`src/rtl/ex_mem_stage_pkg.sv`:
```
// Shared processor definitions: ALU op codes and condition-code bit layout.
package ex_mem_stage_pkg;

    typedef enum logic [3:0] {
        ALU_ADD = 4'd0,
        ALU_NOT = 4'd1,
        ALU_LDD = 4'd2,
        ALU_STD = 4'd3
    } alu_op_e;

    // CCR bit positions; the register reads as {C,N,Z}
    localparam int CCR_Z = 0;
    localparam int CCR_N = 1;
    localparam int CCR_C = 2;

    function automatic logic [2:0] pack_ccr(input logic c, input logic n, input logic z);
        logic [2:0] v;
        v        = '0;
        v[CCR_C] = c;
        v[CCR_N] = n;
        v[CCR_Z] = z;
        return v;
    endfunction

endpackage

```
`src/rtl/ex_mem_stage_ccr_unit.sv`:
```
// Condition-code register with interrupt shadow copy and update priority:
// restore > carry override > ALU flag update.
module ccr_unit
    import ex_mem_stage_pkg::*;
(
    input  logic       clk,
    input  logic       rst_n,
    input  logic       i_stall,
    input  logic       i_accept,
    input  logic [3:0] i_op,
    input  logic       i_c,
    input  logic       i_n,
    input  logic       i_z,
    input  logic       i_setc,
    input  logic       i_clrc,
    input  logic       i_save,
    input  logic       i_restore,
    output logic [2:0] o_ccr
);

    logic [2:0] r_ccr;
    logic [2:0] r_shadow;
    logic [2:0] w_upd;
    logic [2:0] w_post;

    // Flag update from the ALU, then the explicit carry override on top of it
    always_comb begin
        w_upd = r_ccr;
        if (i_accept) begin
            case (alu_op_e'(i_op))
                ALU_ADD, ALU_NOT: w_upd = pack_ccr(i_c, i_n, i_z);
                ALU_LDD:          w_upd = pack_ccr(1'b0, i_n, i_z);
                default:          w_upd = r_ccr;
            endcase
        end
        w_post = w_upd;
        // setc and clrc together cancel out and leave C alone
        if (i_accept && (i_setc ^ i_clrc)) begin
            w_post[CCR_C] = i_setc;
        end
    end

    // CCR and shadow registers; a restore on the same edge as a save snapshots the old CCR
    always_ff @(posedge clk or negedge rst_n) begin
        if (!rst_n) begin
            r_ccr    <= 3'b000;
            r_shadow <= 3'b000;
        end else if (!i_stall) begin
            r_ccr <= i_restore ? r_shadow : w_post;
            if (i_save) begin
                r_shadow <= i_restore ? r_ccr : w_post;
            end
        end
    end

    assign o_ccr = r_ccr;

endmodule

```
`src/rtl/ex_mem_stage.sv`:
```
// EX/MEM pipeline register with condition codes and a forwarding tap.
// Every output comes straight from a flop (or a gate of flops).
module ex_mem_stage
    import ex_mem_stage_pkg::*;
#(
    parameter int N  = 16,
    parameter int RW = 3
) (
    input  logic          clk,
    input  logic          rst_n,
    input  logic          in_valid,
    input  logic [N-1:0]  alu_out,
    input  logic          alu_c,
    input  logic          alu_z,
    input  logic          alu_n,
    input  logic [3:0]    alu_op,
    input  logic [N-1:0]  st_data,
    input  logic [RW-1:0] rd,
    input  logic          wb_en,
    input  logic          mem_rd,
    input  logic          mem_wr,
    input  logic          setc,
    input  logic          clrc,
    input  logic          int_save,
    input  logic          rti_restore,
    input  logic          stall,
    input  logic          flush,
    output logic          m_valid,
    output logic [N-1:0]  m_addr,
    output logic [N-1:0]  m_data,
    output logic [RW-1:0] m_rd,
    output logic          m_wb_en,
    output logic          m_mem_rd,
    output logic          m_mem_wr,
    output logic [2:0]    ccr,
    output logic          fwd_valid,
    output logic [RW-1:0] fwd_rd,
    output logic [N-1:0]  fwd_data
);

    logic          w_accept;
    logic          r_valid;
    logic [N-1:0]  r_addr;
    logic [N-1:0]  r_data;
    logic [RW-1:0] r_rd;
    logic          r_wb_en;
    logic          r_mem_rd;
    logic          r_mem_wr;

    // Flush and an invalid slot both turn into a bubble
    assign w_accept = ~stall & ~flush & in_valid;

    // Pipeline fields; address/data/rd are captured even for bubbles since they are ignored then
    always_ff @(posedge clk or negedge rst_n) begin
        if (!rst_n) begin
            r_valid  <= 1'b0;
            r_addr   <= '0;
            r_data   <= '0;
            r_rd     <= '0;
            r_wb_en  <= 1'b0;
            r_mem_rd <= 1'b0;
            r_mem_wr <= 1'b0;
        end else if (!stall) begin
            r_valid  <= w_accept;
            r_addr   <= alu_out;
            r_data   <= st_data;
            r_rd     <= rd;
            r_wb_en  <= w_accept & wb_en;
            r_mem_rd <= w_accept & mem_rd;
            r_mem_wr <= w_accept & mem_wr;
        end
    end

    ccr_unit u_ccr (
        .clk       (clk),
        .rst_n     (rst_n),
        .i_stall   (stall),
        .i_accept  (w_accept),
        .i_op      (alu_op),
        .i_c       (alu_c),
        .i_n       (alu_n),
        .i_z       (alu_z),
        .i_setc    (setc),
        .i_clrc    (clrc),
        .i_save    (int_save),
        .i_restore (rti_restore),
        .o_ccr     (ccr)
    );

    assign m_valid  = r_valid;
    assign m_addr   = r_addr;
    assign m_data   = r_data;
    assign m_rd     = r_rd;
    assign m_wb_en  = r_wb_en;
    assign m_mem_rd = r_mem_rd;
    assign m_mem_wr = r_mem_wr;

    // Loads resolve in the next stage, so they never forward from here
    assign fwd_valid = r_valid & r_wb_en & ~r_mem_rd;
    assign fwd_rd    = r_rd;
    assign fwd_data  = r_addr;

endmodule
```
`config.mk`:
```
export PLATFORM = sky130hd
export DESIGN_NAME = ex_mem_stage
export DESIGN_NICKNAME = d
export VERILOG_FILES = /design/src/rtl/ex_mem_stage_pkg.sv /design/src/rtl/ex_mem_stage_ccr_unit.sv /design/src/rtl/ex_mem_stage.sv
export SDC_FILE = /design/constraint.sdc
export NUM_CORES = 1
export LEC_CHECK = 0
export CAP_MARGIN = 20
export CORE_UTILIZATION = 34
export CTS_CLUSTER_DIAMETER = 100
export DETAILED_ROUTE_END_ITERATION = 16
export HOLD_SLACK_MARGIN = 0.05
export PLACE_DENSITY = 0.76
export SLEW_MARGIN = 20
export SYNTH_ARGS = -nofsm -noshare
export SYNTH_HDL_FRONTEND = slang
export SYNTH_SLANG_ARGS = --single-unit
```
`constraint.sdc`:
```
create_clock -name clk -period 0.9 [get_ports clk]
set_input_delay 0.135 -clock clk [delete_from_list [all_inputs] [get_ports clk]]
set_output_delay 0.135 -clock clk [all_outputs]
set_load 0.02 [all_outputs]
```
---- Yosys cells after proc, flatten, opt, wreduce, memory -nomap -nowiden ----
Cells that the tools add are included.
cells by class
  mux-type cells .......................... 5
  reduce and logical (&&, ||, !) cells .... 4
  bitwise logic cells ..................... 11
  equal/unequal tests ..................... 2
operator list
  cell                number
  $mux 3              3
  $and 1x1->1         7
  $pmux 3 s2          1
  $eq 4x1->1 const B  1
  $eq 4x2->1 const B  1
  $logic_not 4->1     1
  $not 1->1           3
  $reduce_and 2->1    1
  $reduce_or 2->1     1
  $logic_and 1x1->1   1
  $mux 1              1
  $xor 1x1->1         1
storage, ports and cells
  output and inout port bits .............. 62
  register bits ........................... 45
  bits of input ports ..................... 54
  logic and storage cells ................. 31

---- Logic depth before layout (Yosys ltp) ----
Gate-level depths: netlist of the first run.
  depth after elaboration ................. 6
  mapped depth ............................ 4
  gate-level depth less buffers ........... 4

---- By module ----
A second synthesis of the first run with hierarchy kept.
second synthesis, totals
  cells, all modules ...................... 155
  area, all modules ....................... 2182.1 um^2
by module, submodules not included
  module        area an instance (um^2)  cells an instance  sequential area each (um^2)  times used
  ex_mem_stage  1794.2                   113                975.9                        1
  ccr_unit      387.9                    42                 150.1                        1

---- Worst setup path before layout of the first run ----
Ideal clock, no wire load.
  path kind ............................... in2reg
  from .................................... input port stall
  to ...................................... register u_ccr.r_shadow[0]
  data arrival time ....................... 1013 ps
  path buffers ............................ 0
  setup time .............................. 125 ps
  stages on the path ...................... 4
  data required time ...................... 775 ps
  slack ................................... -238 ps
  path through ............................ or3b_4 -> nor3_4 -> mux2i_1 -> o21ai_1
between the ends
  cells in the longest elaborated chain, start to end .. 5
  elaborated cells on any way between the ends .. 6
  classes of those cells .................. 2 x mux; 3 x bitwise; 1 x reduce/logical
RTL lines
  element                    line                         RTL
  start: declaration         ex_mem_stage.sv:26           input logic stall,
  $not 1->1 (no line) *      --
  $and 1x1->1 (2 in series)  ex_mem_stage.sv:51           assign w_accept = ~stall & ~flush & in_valid;
  $mux 3                     ex_mem_stage_ccr_unit.sv:29  if (i_accept) begin
  $mux 3                     ex_mem_stage_ccr_unit.sv:51  r_shadow <= i_restore ? r_ccr : w_post;
  end signal: assignment     ex_mem_stage_ccr_unit.sv:51
  end: declaration           ex_mem_stage_ccr_unit.sv:22  logic [2:0] r_shadow;
Every way passes the cells marked *; elsewhere a longest branch is shown, timed or not.
A chain may end at the register's enable or synchronous reset.

---- Final worst setup path of the first run ----
  from .................................... register r_valid, in the netlist m_valid
  to ...................................... output port fwd_valid
between the ends
  cells in the longest elaborated chain, start to end .. 2
RTL lines
  element                    line                RTL
  start: declaration         ex_mem_stage.sv:42  logic r_valid;
  start signal: assignment   ex_mem_stage.sv:64  r_valid <= w_accept;
  $and 1x1->1 (2 in series)  ex_mem_stage.sv:99  assign fwd_valid = r_valid & r_wb_en & ~r_mem_rd;
  end: declaration           ex_mem_stage.sv:36  output logic fwd_valid,
No other way between the ends.

==> run_results.csv, run 1 <==
group,metric,value,unit
routing,vias_per_cell,4.59,
logic_synthesis,syn_area,1970,um^2
logic_synthesis,synth_top_family_by_area,"multiplexers",
sta,skew,0.747,ps
grt,grt_pass1_wl,7780,um
sta,grt_setup_unrepaired,"true",
routing,first_iter_violations,41,
floorplan,die-height,78.1,um
hold_path,hp-class,"input pin to flip-flop",
pwr,total_power,5.94,mW
floorplan,initial_core_util,35.5,%
logic_synthesis,syn-instance-count,148,
logic_synthesis,synth_cell_type_count,24,
floorplan,ios,116,
floorplan,die_x,78.1,um
grt,grt_pass1_vias,1666,
final_layout,nets,328,
logic_synthesis,synth_compound_area_share,6.54,%
clock_tree,path_clk_slew,80,ps
pwr,vdd_drop_max,973,uV
sta,setup_viol,71,
logic_synthesis,synth_adder_area_share,0,%
clock_tree,cts_tree,"built",
final_layout,mostFrequentLayoutCell,"buf_6",
sta,worst_pin_slew,308,ps
logic_synthesis,synth_seq_cells,45,
sta,hold_viol,0,
logic_synthesis,yosysSeqAreaShare,57.2,%
sta,finalWorstSetupSlack,-233,ps
clock_tree,insertion_delay,280,ps
routing,vias,1594,
routing,first_pass_iters,3,
grt,track_usage,16.3,%
pwr,cellLeakagePower,1.61,nW
clock_tree,cts.sink_count,45,
clock_tree,root_buffer,"clkbuf_8",
final_layout,diodes,0,
logic_synthesis,synth_top_area_share,57.2,%
final_layout,drive_above_1_share,56.4,%
logic_synthesis,synth_area_leaders,"dfrtp_1, mux2_2, buf_4",
routing,ant_nets,0,
floorplan,core_area,5540,um^2
routing,wire_per_inst,13.9,um
logic_synthesis,yosysTopAreaCell,"dfrtp_1",
pwr,power_density,1680,nW/um^2
logic_synthesis,muxShareOfSynthArea,21.0,%
place,gp_congestion,0.746,
sta,period_minus_slack,1130,ps
clock_tree,clk_path_buf_depth,2,
grt,gr-total-overflow,0,
sta,post-route-period-util,126,%
sta,fin_tns_setup,-5340,ps
logic_synthesis,synth_nets,202,
place,hpwlAfterDp,3450,um
floorplan,num_rows,27,
status,violations,"setup timing",
grt,grt_max_degree,26,
routing,routed_wl,4830,um
logic_synthesis,synth-simple-area-share,6.61,%
critical_path,cp.arrival,1000,ps
critical_path,startpoint_type,"flip-flop",
logic_synthesis,synthXorXnorAreaFrac,0,%
place,portBuffers,115,
grt,antenna_found_initial,0,
sta,fmax,0.882,GHz
logic_synthesis,syn_avg_cell_area,13.3,um^2
sta,final_max_slew_viol_count,0,
critical_path,critPathRequiredTime,760,ps
critical_path,crit_type,"flip-flop to output port",
routing,drcViolationCount,0,
clock_tree,numCtsBuffers,5,
critical_path,cp_max_fo,3,
final_layout,final_cell_mix,"buf_6, dfrtp_1, clkdlybuf4s50_1, mux2_2, buf_4",
critical_path,end_kind,"output port",
sta,slew-limit-headroom,79.5,%
floorplan,die_area,6100,um^2
flow_run,maxCapViolCount,0,
clock_tree,h-tree-depth,2,
logic_synthesis,yosys_warnings,0,
status,outcome,"complete, but fails checks",
final_layout,synthToLayoutAreaGrowth,79.9,%
-- sequential cells by signal, indices dropped and copies added, names as in the netlist --
register	flops
m_data	16
m_mem_wr	1
fwd_data	16
m_mem_rd	1
u_ccr.r_shadow	3
m_valid	1
m_wb_en	1
fwd_rd	3
u_ccr.o_ccr	3
-- worst max-delay path: stages (launching register included) --
cell	delay [ps]
dfrtp_1	390
nand2_1	90
nor2_2	110
buf_6	130
-- cell families (layout without fill, tap and decap cells) --
logic type	count (synthesis)	after routing
AOI/OAI and AO/OA	19	19
buffers and inverters	25	152
DFF	45	45
muxes	37	37
and+or+nand+nor	22	22
-- cell type report --
class | count | area [um^2]
multi-input cells | 78 | 749
clock buffers | 7 | 86.3
well taps | 72 | 90.1
flip-flops and latches | 45 | 1130
fillers | 472 | 2000
clock inverters | 1 | 30.0
repair buffers | 144 | 1460
-- synthesized netlist by cell type --
master,instances
a211o_1,2
a211oi_1,1
a21oi_1,6
a22o_1,3
a311oi_1,1
a31o_1,1
buf_1,1
buf_2,4
buf_4,19
clkbuf_1,1
dfrtp_1,45
mux2_2,35
mux2i_1,2
nand2_1,9
nand2b_1,2
nand3_1,1
nor2_1,3
nor2b_1,3
nor3_4,1
nor3b_2,1
nor4b_1,1
o211ai_1,2
o21ai_1,3
or3b_4,1
-- path summary, 6_finish.rpt --
kind	depth (start not counted)	startpoint	slack (ps)	endpoint
max in group asynchronous	3	rst_n	240	u_ccr.o_ccr[2]$_DFFE_PN0N_
worst max-delay path	3	m_valid$_DFFE_PN0N_	-230	fwd_valid
worst max register to register	4	u_ccr.o_ccr[0]$_DFFE_PN0N_	-140	u_ccr.o_ccr[0]$_DFFE_PN0N_
min in group asynchronous	3	rst_n	400	fwd_data[5]$_DFFE_PN0N_
worst min-delay path	4	flush	250	m_valid$_DFFE_PN0N_
worst min register to register	2	u_ccr.r_shadow[1]$_DFFE_PN0P_	500	u_ccr.r_shadow[1]$_DFFE_PN0P_
-- where the power goes --
group	total, mW	internal (mW)	switching, mW
sequential	2.47	2.26	0.208
clock	1.54	0.905	0.631
combinational	1.93	1.14	0.797
total	5.94	4.30	1.64
-- routing by layer --
| layer | global-route usage [%] | part of all wire (%) |
|---|---|---|
| met5 | 0 | 0 |
| met4 | 5.56 | 1.3 |
| met3 | 4.30 | 6.9 |
| met2 | 28.3 | 50 |
| met1 | 19.3 | 41 |
-- metrics by stage --
step,cells,hold slack (ps),cell area [um^2],utilization (%),setup slack [ps]
floorplan,148,-161,2000,-,-187
global placement,327,136,3180,57.4,-698
detailed placement,327,137,3180,57.4,-725
CTS,344,240,3440,62.2,-240
global route,347,263,3540,63.9,-291
finish,347,254,3540,63.9,-233
-- what timing repair did --
| action | in CTS | in global routing |
|---|---|---|
| setup buffers | 8 | 3 |
| gates resized for setup | 392 | 32 |
| endpoints found under the setup margin | 72 | 70 |
| pin swaps | 11 | 10 |
| hold buffers | 1 | 0 |
| endpoints found under the hold margin | 45 | 0 |
Note: power is estimated with default switching activity, not from simulation.
==> run 2: changes to the inputs <==
--- a/config.mk
+++ b/config.mk
@@ -6,6 +6,7 @@
 export NUM_CORES = 1
 export LEC_CHECK = 0
 export CAP_MARGIN = 20
+export CORE_MARGIN = 8
 export CORE_UTILIZATION = 34
 export CTS_CLUSTER_DIAMETER = 100
 export DETAILED_ROUTE_END_ITERATION = 16
==> run 2 against run 1 <==
The flow still finishes with violations (setup timing); first-iteration DRC count fell by 34%; cell count decreased by 1.2%; clock skew about the same; combinational power decreased by 2%; cell area down 0.78%; die area is 39% higher; critical endpoint unchanged; largest power group unchanged.
==> run_results.csv, run 2 (synthesis gave the netlist of run 1 again) <==
group,metric,value,unit
pwr,switching_share,27.5,%
clock_tree,path_clk_slew,80,ps
clock_tree,h-tree-depth,2,
final_layout,ff_latch_area,1130,um^2
sta,hold-worst-slack,245,ps
floorplan,num_rows,27,
sta,slew-limit-headroom,78.4,%
final_layout,mostFrequentLayoutCell,"buf_6",
clock_tree,cts_tree,"built",
place,place_inst,326,
routing,routed_wl,5630,um
sta,grt_setup_unrepaired,"true",
pwr,comb_power_share,30.8,%
final_layout,utilization,63.4,%
routing,vias,1562,
pwr,power_density,1740,nW/um^2
routing,first_iter_violations,27,
clock_tree,root_buffer,"clkbuf_8",
final_layout,diodes,0,
final_layout,finalNonFillerCells,343,
pwr,switchingPower,1.69,mW
sta,skew,0.540,ps
routing,wire_per_inst,16.4,um
place,gp_congestion,0.758,
critical_path,crit_type,"flip-flop to output port",
pwr,cellLeakagePower,1.59,nW
routing,vias_per_cell,4.55,
place,hpwlAfterDp,4230,um
floorplan,die_x,92.1,um
final_layout,drive_above_1_share,56.1,%
place,portBuffers,115,
critical_path,cp_max_fo,3,
place,place_ws,-750,ps
sta,worst_pin_slew,324,ps
critical_path,cp.arrival,970,ps
critical_path,end_kind,"output port",
sta,fin_tns_setup,-5680,ps
floorplan,initial_core_util,35.5,%
status,violations,"setup timing",
sta,fmax,0.906,GHz
clock_tree,numCtsBuffers,5,
critical_path,endpoint,"fwd_valid",
critical_path,reg2reg_from,"u_ccr.o_ccr[0]$_DFFE_PN0N_",
critical_path,r2r_cells,4,
pwr,internal-power,4.44,mW
sta,finalWorstSetupSlack,-204,ps
pwr,total_power,6.12,mW
routing,drcViolationCount,0,
floorplan,die-height,92.1,um
routing,first_pass_iters,4,
hold_path,whs_path_depth,4,
critical_path,critPathLaunch,"m_wb_en$_DFFE_PN0N_",
sta,hold_viol,0,
sta,post-route-period-util,123,%
place,place_area,3180,um^2
sta,period_minus_slack,1100,ps
clock_tree,cts.sink_count,45,
final_layout,nets,324,
sta,setup_viol,68,
pwr,vdd_drop_max,1050,uV
routing,ant_nets,0,
pwr,pwr-share-seq,40.2,%
grt,antenna_found_initial,0,
grt,track_usage,13.2,%
grt,grt_pass1_wl,9070,um
critical_path,r2r-end,"u_ccr.o_ccr[0]$_DFFE_PN0N_",
floorplan,ios,116,
final_layout,multi_input_area,743,um^2
final_layout,fin_area,3510,um^2
critical_path,startpoint_type,"flip-flop",
final_layout,n_fill_cell,459,
critical_path,critPathRequiredTime,760,ps
hold_path,hp-class,"input pin to flip-flop",
critical_path,reg2reg_slack,-180,ps
final_layout,synthToLayoutAreaGrowth,78.5,%
flow_run,maxCapViolCount,0,
final_layout,final_cell_mix,"buf_6, dfrtp_1, clkdlybuf4s50_1, mux2_2, buf_4",
floorplan,die_area,8480,um^2
grt,grt_max_degree,46,
status,outcome,"complete, but fails checks",
clock_tree,insertion_delay,290,ps
pwr,p_clk_share,29.0,%
clock_tree,clk_path_buf_depth,2,
sta,final_max_slew_viol_count,0,
grt,grt_pass1_vias,1779,
floorplan,core_area,5540,um^2
grt,gr-total-overflow,0,
==> run 2: cell type report <==
| type | count | share of cell area [%] |
|---|---|---|
| multi-input cells | 78 | 21.1 |
| flip-flops and latches | 45 | 32.1 |
| clock inverters | 3 | 1.85 |
| clock buffers | 5 | 1.96 |
| repair buffers | 140 | 40.4 |
| well taps | 72 | 2.56 |
==> run 2: layer usage <==
metal | vias up | global-route usage, % | routed length (um)
met3 | 5 | 5.30 | 450
met2 | 70 | 22.6 | 2760
met4 | 0 | 3.22 | 39
met1 | 748 | 15.0 | 2380
li1 | 739 | - | -
met5 | - | 0 | 0
==> run 2: power groups by stage <==
stage,Clock [mW],Sequential [mW],Combinational [mW]
after global placement,0,2.43,1.75
after CTS,1.84,2.46,1.87
final,1.77,2.46,1.89
after floorplan,0,2.69,0.591
after global routing,1.91,2.49,2.00
after detailed placement,0,2.44,1.78
==> run 2: repair_timing <==
item	in CTS	in global routing
buffers inserted	7	1
hold buffers	1	0
pin swaps	11	7
gates resized for setup	392	17
hold endpoints to repair	45	0
setup endpoints to repair	72	68
==> run 2: worst min path at each step <==
stage | to | startpoint
2_1_floorplan | fwd_data[0]$_DFFE_PN0N_ | rst_n
3_3_place_gp | fwd_data[2]$_DFFE_PN0N_ | rst_n
3_5_place_dp | fwd_data[2]$_DFFE_PN0N_ | rst_n
4_1_cts | m_valid$_DFFE_PN0N_ | flush
5_1_grt | m_valid$_DFFE_PN0N_ | flush
6_report | m_valid$_DFFE_PN0N_ | flush
==> run 2: critical path, cell delays in order, from the launching register on <==
cell and delay, ps:
dfrtp_1 390, nand2_1 80, nor2_2 90, buf_6 120
==> run 3: changes to the inputs <==
--- a/config.mk
+++ b/config.mk
@@ -12,6 +12,7 @@
 export DETAILED_ROUTE_END_ITERATION = 16
 export HOLD_SLACK_MARGIN = 0.05
 export PLACE_DENSITY = 0.76
+export SKIP_CTS_REPAIR_TIMING = 1
 export SLEW_MARGIN = 20
 export SYNTH_ARGS = -nofsm -noshare
 export SYNTH_HDL_FRONTEND = slang
==> run 3 against run 2 <==
The flow still finishes with violations (setup timing); setup slack worse by 2.5 ps; via count shrank 0.90%; cell count shrank 1.2%; fmax fell by 0.23%; sequential share of layout area fell by 0.20 points; cell area increased by 0.64%; first-iteration DRC count shrank 11%; count of clock-buffer cells in the layout did not move; clock skew about the same; core utilization is 0.41 points higher; hold slack worse by 12 ps; largest power group unchanged; highest routed layer unchanged.
==> run_results.csv, run 3 (synthesis gave the netlist of run 1 again) <==
group,metric,value,unit
place,gp_congestion,0.758,
grt,grt_max_degree,46,
sta,post-route-period-util,123,%
critical_path,end_kind,"flip-flop",
final_layout,mostFrequentLayoutCell,"buf_6",
clock_tree,h-tree-depth,2,
sta,period_minus_slack,1110,ps
place,place_area,3180,um^2
final_layout,utilization,63.8,%
pwr,vdd_drop_max,953,uV
clock_tree,insertion_delay,280,ps
final_layout,synthToLayoutAreaGrowth,79.6,%
critical_path,critPathMaxStageDelay,420,ps
hold_path,hold_start,"stall",
critical_path,crit_chain,"buf_6, a21oi_2, a311oi_2, a211o_1",
critical_path,cp.arrival,1280,ps
clock_tree,root_buffer,"clkbuf_8",
critical_path,crit_type,"flip-flop to flip-flop",
pwr,cellLeakagePower,1.65,nW
routing,first_iter_violations,24,
floorplan,num_rows,27,
routing,vias_per_cell,4.57,
place,portBuffers,115,
sta,grt_setup_unrepaired,"true",
critical_path,critPathLaunch,"u_ccr.o_ccr[0]$_DFFE_PN0N_",
clock_tree,clk_path_buf_depth,2,
floorplan,initial_core_util,35.5,%
pwr,total_power,6.13,mW
final_layout,nets,320,
sta,fmax,0.904,GHz
routing,first_pass_iters,6,
place,hpwlAfterDp,4230,um
clock_tree,cts.sink_count,45,
sta,setup_viol,68,
grt,grt_pass1_vias,1733,
grt,track_usage,12.7,%
final_layout,final_cell_mix,"buf_6, dfrtp_1, clkdlybuf4s50_1, mux2_2, buf_4",
final_layout,fin_area,3540,um^2
clock_tree,numCtsBuffers,5,
critical_path,cp_max_fo,3,
floorplan,core_area,5540,um^2
grt,grt_pass1_wl,8750,um
floorplan,die-height,92.1,um
hold_path,hp-class,"input pin to flip-flop",
status,outcome,"complete, but fails checks",
floorplan,ios,116,
critical_path,critPathRequiredTime,1070,ps
status,violations,"setup timing",
final_layout,drive_above_1_share,53.6,%
critical_path,startpoint_type,"flip-flop",
sta,slew-limit-headroom,78.5,%
critical_path,cpMaxStageDelayCell,"dfrtp_2",
sta,finalWorstSetupSlack,-206,ps
routing,vias,1548,
grt,gr-total-overflow,0,
sta,hold_viol,0,
final_layout,diodes,0,
critical_path,reg2reg_from,"u_ccr.o_ccr[0]$_DFFE_PN0N_",
routing,wire_per_inst,16.5,um
sta,worst_pin_slew,322,ps
pwr,power_density,1730,nW/um^2
routing,ant_nets,0,
clock_tree,path_clk_slew,80,ps
routing,routed_wl,5580,um
grt,antenna_found_initial,0,
floorplan,die_x,92.1,um
sta,final_max_slew_viol_count,0,
clock_tree,cts_tree,"built",
routing,drcViolationCount,0,
sta,skew,0.547,ps
flow_run,maxCapViolCount,0,
floorplan,die_area,8480,um^2
-- run 3: cell count changes in the layout (fill, tap and decap cells not counted) --
cell            before  now
dlygate4sd2_1        4    0
buf_4               17   12
a311oi_2             0    1
a21oi_1              3    4
a311oi_1             1    0
buf_2                6    2
dlymetal6s2s_1       0    9
a21oi_2              3    2
-- run 3: per-stage QoR --
stage / setup slack (ps) / std cells / hold slack (ps) / TNS (ps)
after global routing: -278 / 339 / 247 / -8390
after global placement: -700 / 326 / 134 / -23220
after detailed placement: -750 / 326 / 139 / -24360
after floorplan: -187 / 148 / -161 / -517
after CTS: -704 / 334 / -180 / -35020
final: -206 / 339 / 233 / -5810
-- run 3: worst paths after layout --
kind	to	slack [ps]	depth (start not counted)
min	u_ccr.o_ccr[2]$_DFFE_PN0N_	230	4
max reg2reg	u_ccr.o_ccr[0]$_DFFE_PN0N_	-210	4
min in group asynchronous	fwd_data[2]$_DFFE_PN0N_	360	3
max in group asynchronous	u_ccr.o_ccr[2]$_DFFE_PN0N_	310	3
min reg2reg	u_ccr.r_shadow[0]$_DFFE_PN0P_	510	2
max	u_ccr.o_ccr[0]$_DFFE_PN0N_	-210	4
-- run 3: per-layer routing --
layer	vias up	part of all wire [%]	global-route usage, %
li1	732	-	-
met1	740	44	14.8
met2	71	49	20.9
met3	5	7.0	5.38
met4	0	0.63	3.49
met5	-	0	0
-- run 3: layout make-up --
| cell class | instances | area, um^2 |
|---|---|---|
| Clock buffer | 5 | 68.8 |
| Clock inverter | 3 | 65.1 |
| Fill cell | 457 | 2000 |
| Multi-Input combinational cell | 78 | 746 |
| Sequential cell | 45 | 1130 |
| Tap cell | 72 | 90.1 |
| Timing Repair Buffer | 136 | 1440 |
-- run 3: report_power, final --
group | leakage [nW] | switching, mW | internal [mW] | total, mW
Clock | 0.0681 | 0.663 | 1.10 | 1.77
Combinational | 1.05 | 0.811 | 1.10 | 1.91
Sequential | 0.535 | 0.200 | 2.26 | 2.46
Total | 1.65 | 1.67 | 4.46 | 6.13
-- run 3: critical path: cells and delay by family (launching register included) --
family,cells,cell delay (ps)
compound gates,3,450
flops,1,420
buf+inv,1,120
==> variant, RTL diff (config.mk and constraints of run 1) <==
Change the parameter `N` from 16 to 32.
--- a/src/rtl/ex_mem_stage.sv
+++ b/src/rtl/ex_mem_stage.sv
@@ -3,7 +3,7 @@
 module ex_mem_stage
     import ex_mem_stage_pkg::*;
 #(
-    parameter int N  = 16,
+    parameter int N  = 32,
     parameter int RW = 3
 ) (
     input  logic          clk,
Interface: changed (5 resized); port bits go from 116 to 196. No check against the original RTL was run, so the function may have changed too.
==> variant against run 1 <==
The run still ends with negative setup slack left. Setup slack worse by 0.032 ns. Wire length is 79% higher. Synthesized area is 66% higher. Count of clock-buffer cells in the layout is 6 higher. Combinational power is 64% higher. Sequential cell count is 32 higher. Largest power group unchanged. Power is 68% higher. Hold slack worse by 0.053 ns. Critical endpoint unchanged. Via count is 60% higher. Clock skew is 0.0078 ns higher. Design area is 66% higher. Sequential power is 70% higher.
==> variant: results (changes against run 1) <==
[final_layout]
fillers = 742  ; +57%
comb.multi_input.count = 110  ; +41%
layout.nets = 518  ; +58%
multi_input_area_sq_mm = 0.00113  ; +51%
final-clk-cell-share_pct = 3.45  ; +0.16 points
post_route_cells_drive_above_1_share_pct = 57.2  ; +0.84 points
clockBufferCount = 13  ; +6
seq_share_pct = 32.8  ; +0.93 points

[power]
clkPwrFrac_pct = 26.3  ; +0.4 points
p_leak_nw = 2.67  ; +66%
pwr-share-comb_pct = 31.6  ; -1.0 points
pwr_density_cell_mw_per_mm2 = 1700  ; +1.3%
p_comb_mw = 3.16  ; +64%
p_sw_mw = 2.85  ; +74%
ir_drop_mv = 0.866  ; -11%

[clocking]
htreeDepth = 3  ; +1
ctsResizeCount = 650  ; +66%
clock_latency_ns = 0.33  ; +0.05 ns
post-cts-setup-buffers = 9  ; +1
clkTransAtPathRegs_ns = 0.08  ; about the same
numCtsBuffers = 9  ; +4
clock-sinks = 77  ; +71%

[placement]
dp_slack_ns = -0.735  ; -0.00934 ns
port_buffers = 195  ; +70%
dpl_cell_area_sq_mm = 0.00537  ; +69%
post-dp-hpwl_um = 6370  ; +85%
place_congestion = 0.784  ; +5.2%
place_inst = 537  ; +64%

[grt]
grt_usage_pct = 17.0  ; +0.69 points
use_met3_pct = 5.78  ; +1.5 points
grt_util_met2_pct = 30.4  ; +2.1 points
grtUsageMet1_pct = 19.0  ; -0.31 points
grt_pass1_wl_um = 13200  ; +70%
grt_pass1_vias = 2747  ; +65%

[worst_setup_path]
reg2reg_from = u_ccr.o_ccr[2]
cp.arrival_ns = 1.03  ; +0.03 ns
worstReg2RegEnd = u_ccr.r_shadow[2]

[routing]
drt-total-wl_um = 8640  ; +79%
routed-wl-met2_um = 4590  ; +88%
via_count = 2547  ; +60%
met1_length_um = 3290  ; +65%
dr_wl_met3_um = 674  ; +100%
vias_per_cell = 4.50  ; -2.0%
drt_iter0_drc = 62  ; +51%

[timing]
holdWs_ns = 0.202  ; -0.0529 ns
worst_pin_slew_ns = 0.289  ; -0.0185 ns
skew_ns = 0.00858  ; +0.00784 ns
setup_viol = 122  ; +72%
tns_ns = -13.83  ; -8.49 ns
layout_setup_ws_ns = -0.266  ; -0.0325 ns

[synthesis]
yosysSeqAreaShare_pct = 58.8  ; +1.6 points
ys_types = 25  ; +4.2%
syn-num-nets = 318  ; +57%
synth.avg_cell_area_sq_um = 14.1  ; +6.2%
synthTopCellsByCount = dfrtp_1 (77), mux2_2 (67), buf_4 (35), nand2_1 (9)
synth_area_leaders = dfrtp_1 (59%), mux2_2 (23%), buf_4 (8.0%)

[outcome]
violations = negative setup slack
outcome = complete, but fails checks

[floorplan]
core_area_sq_mm = 0.00928  ; +68%

-- variant: changes by cell type in the layout (fill, tap and decap cells not counted), sizes merged --
cell and delta:
buf +56, dfrtp +32, clkinv +2, mux2 +32, dlygate4sd2 -3, clkdlybuf4s50 +35
clkbuf +8
-- variant: cells by family after synthesis --
group / count (synthesis) / synth area share (%)
buffers and inverters: 45 / 9.50
and+or+nand+nor: 22 / 4.16
muxes: 69 / 23.6
AOI/OAI and AO/OA: 19 / 3.93
DFF: 77 / 58.8
-- variant: worst max path at each step --
stage / startpoint / endpoint / slack (ns) / cells after the start
6_report: m_wb_en / fwd_valid / -0.27 / 3
5_1_grt: m_wb_en / fwd_valid / -0.34 / 3
4_1_cts: m_valid / fwd_valid / -0.28 / 3
3_5_place_dp: in_valid / u_ccr.r_shadow[1] / -0.73 / 5
3_3_place_gp: in_valid / u_ccr.r_shadow[0] / -0.71 / 5
2_1_floorplan: stall / u_ccr.r_shadow[0] / -0.29 / 5
